===== src/rtl/dmem_write_monitor.sv =====
// Pass/fail checker on the core->dmem write port: sticky verdict, store counter,
// no-verdict watchdog and a small show-ahead FIFO log of sampled stores.
//
// state | meaning
// ARMED | watching stores and the watchdog; counting and logging stores
// PASS  | PASS_DATA stored to PASS_ADR; terminal until reset
// FAIL  | illegal store address or watchdog expiry; terminal until reset
module dmem_write_monitor #(
   parameter logic [31:0] PASS_ADR    = 32'd100,
   parameter logic [31:0] PASS_DATA   = 32'd7,
   parameter logic [31:0] ALLOW_ADR   = 32'd96,
   parameter int          LOG_DEPTH   = 8,
   parameter int          CNT_W       = 16,
   parameter int          TIMEOUT_CYC = 1000
) (
   input  logic             clk,
   input  logic             reset,
   input  logic             MemWrite,
   input  logic [31:0]      DataAdr,
   input  logic [31:0]      WriteData,
   output logic             done,
   output logic             pass,
   output logic             fail,
   output logic [1:0]       fail_code,
   output logic [CNT_W-1:0] write_count,
   input  logic             log_rd_en,
   output logic             log_empty,
   output logic             log_full,
   output logic             log_overflow,
   output logic [31:0]      log_adr,
   output logic [31:0]      log_data
);

   localparam int PTR_W = $clog2(LOG_DEPTH);
   localparam int TMR_W = $clog2(TIMEOUT_CYC + 1);
   localparam logic [TMR_W-1:0] CYC_TC   = TMR_W'(TIMEOUT_CYC - 1);
   localparam logic [PTR_W:0]   LOG_FULL = (PTR_W + 1)'(LOG_DEPTH);

   typedef enum logic [1:0] {ARMED, PASS, FAIL} stateT;

   stateT            state, nextState;
   logic [1:0]       failCode, nextFailCode;
   logic [TMR_W-1:0] cycleCnt;
   logic [CNT_W-1:0] writeCnt;
   logic             storeArmed;

   logic [31:0]      adrMem  [LOG_DEPTH];
   logic [31:0]      dataMem [LOG_DEPTH];
   logic [PTR_W-1:0] rdPtr, wrPtr;
   logic [PTR_W:0]   logCount;
   logic             overflow;
   logic             logPush, logPop;

   assign storeArmed = MemWrite && (state == ARMED);

   // A store verdict takes priority over a coincident watchdog expiry.
   always_comb begin
      nextState    = state;
      nextFailCode = failCode;
      case (state)
         ARMED: begin
            if (storeArmed && DataAdr == PASS_ADR && WriteData == PASS_DATA) begin
               nextState = PASS;
            end else if (storeArmed && DataAdr != ALLOW_ADR) begin
               nextState    = FAIL;
               nextFailCode = 2'd1;
            end else if (cycleCnt == CYC_TC) begin
               nextState    = FAIL;
               nextFailCode = 2'd2;
            end
         end
         default: ;
      endcase
   end

   always_ff @(posedge clk) begin
      if (reset) begin
         state    <= ARMED;
         failCode <= 2'd0;
         cycleCnt <= '0;
         writeCnt <= '0;
      end else begin
         state    <= nextState;
         failCode <= nextFailCode;
         if (state == ARMED) cycleCnt <= cycleCnt + TMR_W'(1);
         if (storeArmed && writeCnt != '1) writeCnt <= writeCnt + CNT_W'(1);
      end
   end

   // A pop in the same cycle frees the slot, so a push into a full log still lands.
   assign logPop  = log_rd_en && !log_empty;
   assign logPush = storeArmed && (!log_full || logPop);

   always_ff @(posedge clk) begin
      if (reset) begin
         rdPtr    <= '0;
         wrPtr    <= '0;
         logCount <= '0;
         overflow <= 1'b0;
      end else begin
         if (logPush) wrPtr <= wrPtr + PTR_W'(1);
         if (logPop)  rdPtr <= rdPtr + PTR_W'(1);
         if (logPush && !logPop)      logCount <= logCount + (PTR_W + 1)'(1);
         else if (logPop && !logPush) logCount <= logCount - (PTR_W + 1)'(1);
         if (storeArmed && !logPush) overflow <= 1'b1;
      end
   end

   always_ff @(posedge clk) begin
      if (!reset && logPush) begin
         adrMem[wrPtr]  <= DataAdr;
         dataMem[wrPtr] <= WriteData;
      end
   end

   assign done         = (state != ARMED);
   assign pass         = (state == PASS);
   assign fail         = (state == FAIL);
   assign fail_code    = failCode;
   assign write_count  = writeCnt;
   assign log_empty    = (logCount == '0);
   assign log_full     = (logCount == LOG_FULL);
   assign log_overflow = overflow;
   assign log_adr      = log_empty ? 32'd0 : adrMem[rdPtr];
   assign log_data     = log_empty ? 32'd0 : dataMem[rdPtr];

endmodule


===== config.mk =====
export PLATFORM = sky130hd
export DESIGN_NAME = dmem_write_monitor
export DESIGN_NICKNAME = d
export VERILOG_FILES = /design/src/rtl/dmem_write_monitor.sv
export SDC_FILE = /design/constraint.sdc
export NUM_CORES = 1
export LEC_CHECK = 0
export BUFFER_PORTS_ARGS = -buffer_cell sky130_fd_sc_hd__buf_4
export CORE_ASPECT_RATIO = 0.6
export CORE_MARGIN = 3
export CORE_UTILIZATION = 45
export DETAILED_ROUTE_END_ITERATION = 16
export GPL_TIMING_DRIVEN = 0
export HOLD_SLACK_MARGIN = 0.03
export PLACE_DENSITY = 0.72
export SLEW_MARGIN = 10
export SYNTH_ARGS = -nofsm -noshare
export SYNTH_HDL_FRONTEND = slang
export SYNTH_SLANG_ARGS = --single-unit

===== constraint.sdc =====
create_clock -name clk -period 6.75 [get_ports clk]
set_input_delay 0.675 -clock clk [delete_from_list [all_inputs] [get_ports clk]]
set_output_delay 0.675 -clock clk [all_outputs]
set_load 0.02 [all_outputs]

==> run summary <==
====================================================================================
Result of the run ..................................................... complete, no violations
Maximum number of pins on one net before global-route repair ..........           24
Critical path fanouts, max ............................................           10
Clock net sink count ..................................................          556
Kind of end point of the critical path ................................ primary output
Count of final max-slew check failures ................................            0
R2R setup slack .......................................................      3.78 ns
Starting Density ......................................................        46.1%
Max-cap viol count ....................................................            0
FMAX ..................................................................      272 MHz
Final-layout worst hold slack .........................................     0.345 ns
Total power consumption of the routed design ..........................      9080 uW
Half-perimeter wire length after detailed placement ...................      32.4 mm
Core footprint ........................................................  0.0469 mm^2
Start-to-end type of the worst setup path .............................      reg2out
Global routing usage summed across all routing layers .................        19.2%
Syn. warnings .........................................................            0
Number of gates resized after cts .....................................            0
Most common cell after layout, fill and taps aside .................... sky130_fd_sc_hd__edfxtp_1
PD cells ..............................................................  352 mW/mm^2
Die X .................................................................       289 um
Worst-Skew Late Latency ...............................................      0.57 ns
Gr ovfl total .........................................................            0
Proportion of synthesized flip-flops having asynchronous set or reset .           0%
Overall via count from detail_route ...................................        11200
Final-stage net count .................................................         1390
Iteration-0 DRC Markers ...............................................         1157
EDFF count, synth .....................................................          512
Cell at the root of the clock tree .................................... sky130_fd_sc_hd__clkbuf_16
Setup Total Neg Slack .................................................         0 ns
Initial antenna violation count .......................................            1
Buffers inserted by post-CTS timing repair ............................            0
Via count of the first global-routing pass ............................        11200
DRT antenna net count .................................................            0
H-Tree Depth ..........................................................            2
1st-pass router iterations ............................................            7
Fraction of layout instances using a drive strength above 1 ...........        33.1%
Worst Skew ............................................................    0.0160 ns
Reg clk slew, reported paths ..........................................      0.07 ns
Total wirelength of the detailed-routed design ........................      48.4 mm
DRC violations left ...................................................            0
Final critical path time including I/O delays and setup ...............      3.67 ns
Portion of synthesized cell area occupied by the leading cell type ....        71.2%
Kind of start point of the critical path ..............................    flip-flop
Per-instance average area after synthesis .............................    20.3 um^2
Commonest cells after routing, fill and taps aside .................... 512 x sky130_fd_sc_hd__edfxtp_1, 181 x sky130_fd_sc_hd__buf_4, 128 x sky130_fd_sc_hd__mux4_2
Wirelength per Cell ...................................................      24.4 um
Worst slew margin relative to its limit ...............................        34.7%
Post-synth net total ..................................................         1139
Synthesis-to-finish area growth .......................................        19.4%
Post-placement setup slack ............................................      3.53 ns
Hold crit path type ...................................................       in2reg
Final Util ............................................................        55.0%
Max rail drop VDD .....................................................     0.159 mV
Number of buffers on the longest clock path ...........................            3
Global-route wire length before repair ................................      72.7 mm
Area leader, netlist .................................................. sky130_fd_sc_hd__edfxtp_1
Y dimension of the die ................................................       176 um
Final setup vio count .................................................            0
Placement Rows ........................................................           61
Post-synthesis sequential element count ...............................          556
CTS buffer count ......................................................           50
Post-synthesis instance total .........................................         1063
Unrepaired setup endpoints after global routing .......................           no
CP Data Arrival Time ..................................................      3.00 ns
Hold buffer count at CTS ..............................................            0
Tightest Pin Transition ...............................................     0.979 ns
Fin crit share ........................................................        54.4%
Average vias per placed instance ......................................         5.62
IO Port Bufs ..........................................................          154
Register area share after synthesis ...................................        75.3%
Reported leakage power ................................................   0.00839 uW
Req. time, crit path ..................................................      6.07 ns
Main flop type after synthesis ........................................ sky130_fd_sc_hd__edfxtp_1
I/O pin cnt ...........................................................          156
Leading cell types by total area after synthesis ...................... sky130_fd_sc_hd__edfxtp_1 71%, sky130_fd_sc_hd__mux4_2 13%, sky130_fd_sc_hd__dfxtp_1 4.1%
Die Area ..............................................................  0.0507 mm^2
Fill cell total of the finished layout ................................         3581
Cell Area, Synth ......................................................  0.0216 mm^2
Setup slack after layout ..............................................      3.08 ns
Hold Violations, Final ................................................            0
Final GP Congestion ...................................................        0.760
Clock tree from TritonCTS .............................................          yes
Synth cell types ......................................................           57
====================================================================================
-- synthesized netlist by cell type (3+ instances only) --
cell type,number
sky130_fd_sc_hd__edfxtp_1,512
sky130_fd_sc_hd__mux4_2,128
sky130_fd_sc_hd__nor2_1,101
sky130_fd_sc_hd__mux2i_1,67
sky130_fd_sc_hd__dfxtp_1,44
sky130_fd_sc_hd__buf_1,20
sky130_fd_sc_hd__nand2_1,17
sky130_fd_sc_hd__buf_2,16
sky130_fd_sc_hd__xor2_1,16
sky130_fd_sc_hd__a21oi_1,14
sky130_fd_sc_hd__nor4_1,12
sky130_fd_sc_hd__clkbuf_1,9
sky130_fd_sc_hd__inv_1,8
sky130_fd_sc_hd__nand4_1,8
sky130_fd_sc_hd__nor3_1,8
sky130_fd_sc_hd__ha_1,7
sky130_fd_sc_hd__o21ai_0,7
sky130_fd_sc_hd__or3_1,7
sky130_fd_sc_hd__xnor2_1,5
sky130_fd_sc_hd__or4_1,4
sky130_fd_sc_hd__and2_1,3
sky130_fd_sc_hd__nand3_1,3
sky130_fd_sc_hd__o2111ai_1,3
sky130_fd_sc_hd__o31ai_1,3
-- registers in the layout, indices dropped and copies added, names as in the netlist, named ones only --
signal,flops
adrMem,256
dataMem,256
write_count,16
cycleCnt,10
logCount,4
rdPtr,3
wrPtr,3
fail_code,2
state,2
log_overflow,1
-- logic make-up (layout without fill, tap and decap cells) --
group / after synthesis / after routing / share of synthesized area (%)
adders and majority gates: 8 / 8 / 0.498
xor gates and xnor gates: 21 / 21 / 0.852
buffers and inverters: 57 / 349 / 1.15
AOI/OAI and AO/OA: 41 / 41 / 1.34
and+or+nand+nor: 185 / 185 / 4.39
muxes: 195 / 195 / 16.5
DFF: 556 / 556 / 75.3
other: 0 / 1 / 0
-- where the power goes --
part	switching [uW]	total, uW	internal (uW)
clock network	1210	2850	1640
registers	35.0	3870	3840
logic	1310	2360	1050
total	2560	9080	6530
-- worst max-delay path, cell delays in order (launching register included) --
cell	delay, ns
sky130_fd_sc_hd__dfxtp_1	0.37
sky130_fd_sc_hd__nor4_1	0.61
sky130_fd_sc_hd__buf_2	0.44
sky130_fd_sc_hd__buf_1	0.53
sky130_fd_sc_hd__nor2_1	0.25
sky130_fd_sc_hd__buf_4	0.22
-- per-layer routing --
layer / share of wire [%] / wire length, um / vias up / global-route usage [%]
met1: 43 / 20900 / 5829 / 28.5
met3: 8.1 / 3930 / 58 / 4.33
li1: - / - / 4849 / -
met5: 0 / 0 / - / 0
met2: 47 / 22800 / 428 / 29.7
met4: 1.7 / 808 / 0 / 4.01
-- cell type report --
class,count,area (um^2),share of cell area (%)
Sequential cell,556,16300,63.1
Multi-Input combinational cell,450,5130,19.9
Timing Repair Buffer,199,1700,6.61
Clock buffer,66,1350,5.25
Tap cell,630,788,3.06
Clock inverter,27,288,1.12
Buffer,48,215,0.835
Inverter,9,33.8,0.131
Antenna cell,1,2.50,0.00971
-- worst paths after layout --
| check | depth (start not counted) | start | endpoint |
|---|---|---|---|
| min | 1 | WriteData[22] | dataMem[6][22] |
| min reg2reg | 2 | log_overflow | log_overflow |
| max reg2reg | 11 | logCount[1] | logCount[3] |
| max | 5 | logCount[1] | log_adr[4] |
-- metrics by stage --
step	instance area (um^2)	instances
after CTS	25800	1985
after floorplan	21600	1063
final	25800	1986
after detailed placement	24100	1892
after global placement	23500	1847
after global routing	25800	1986
Power figures use the tool's default switching activity.
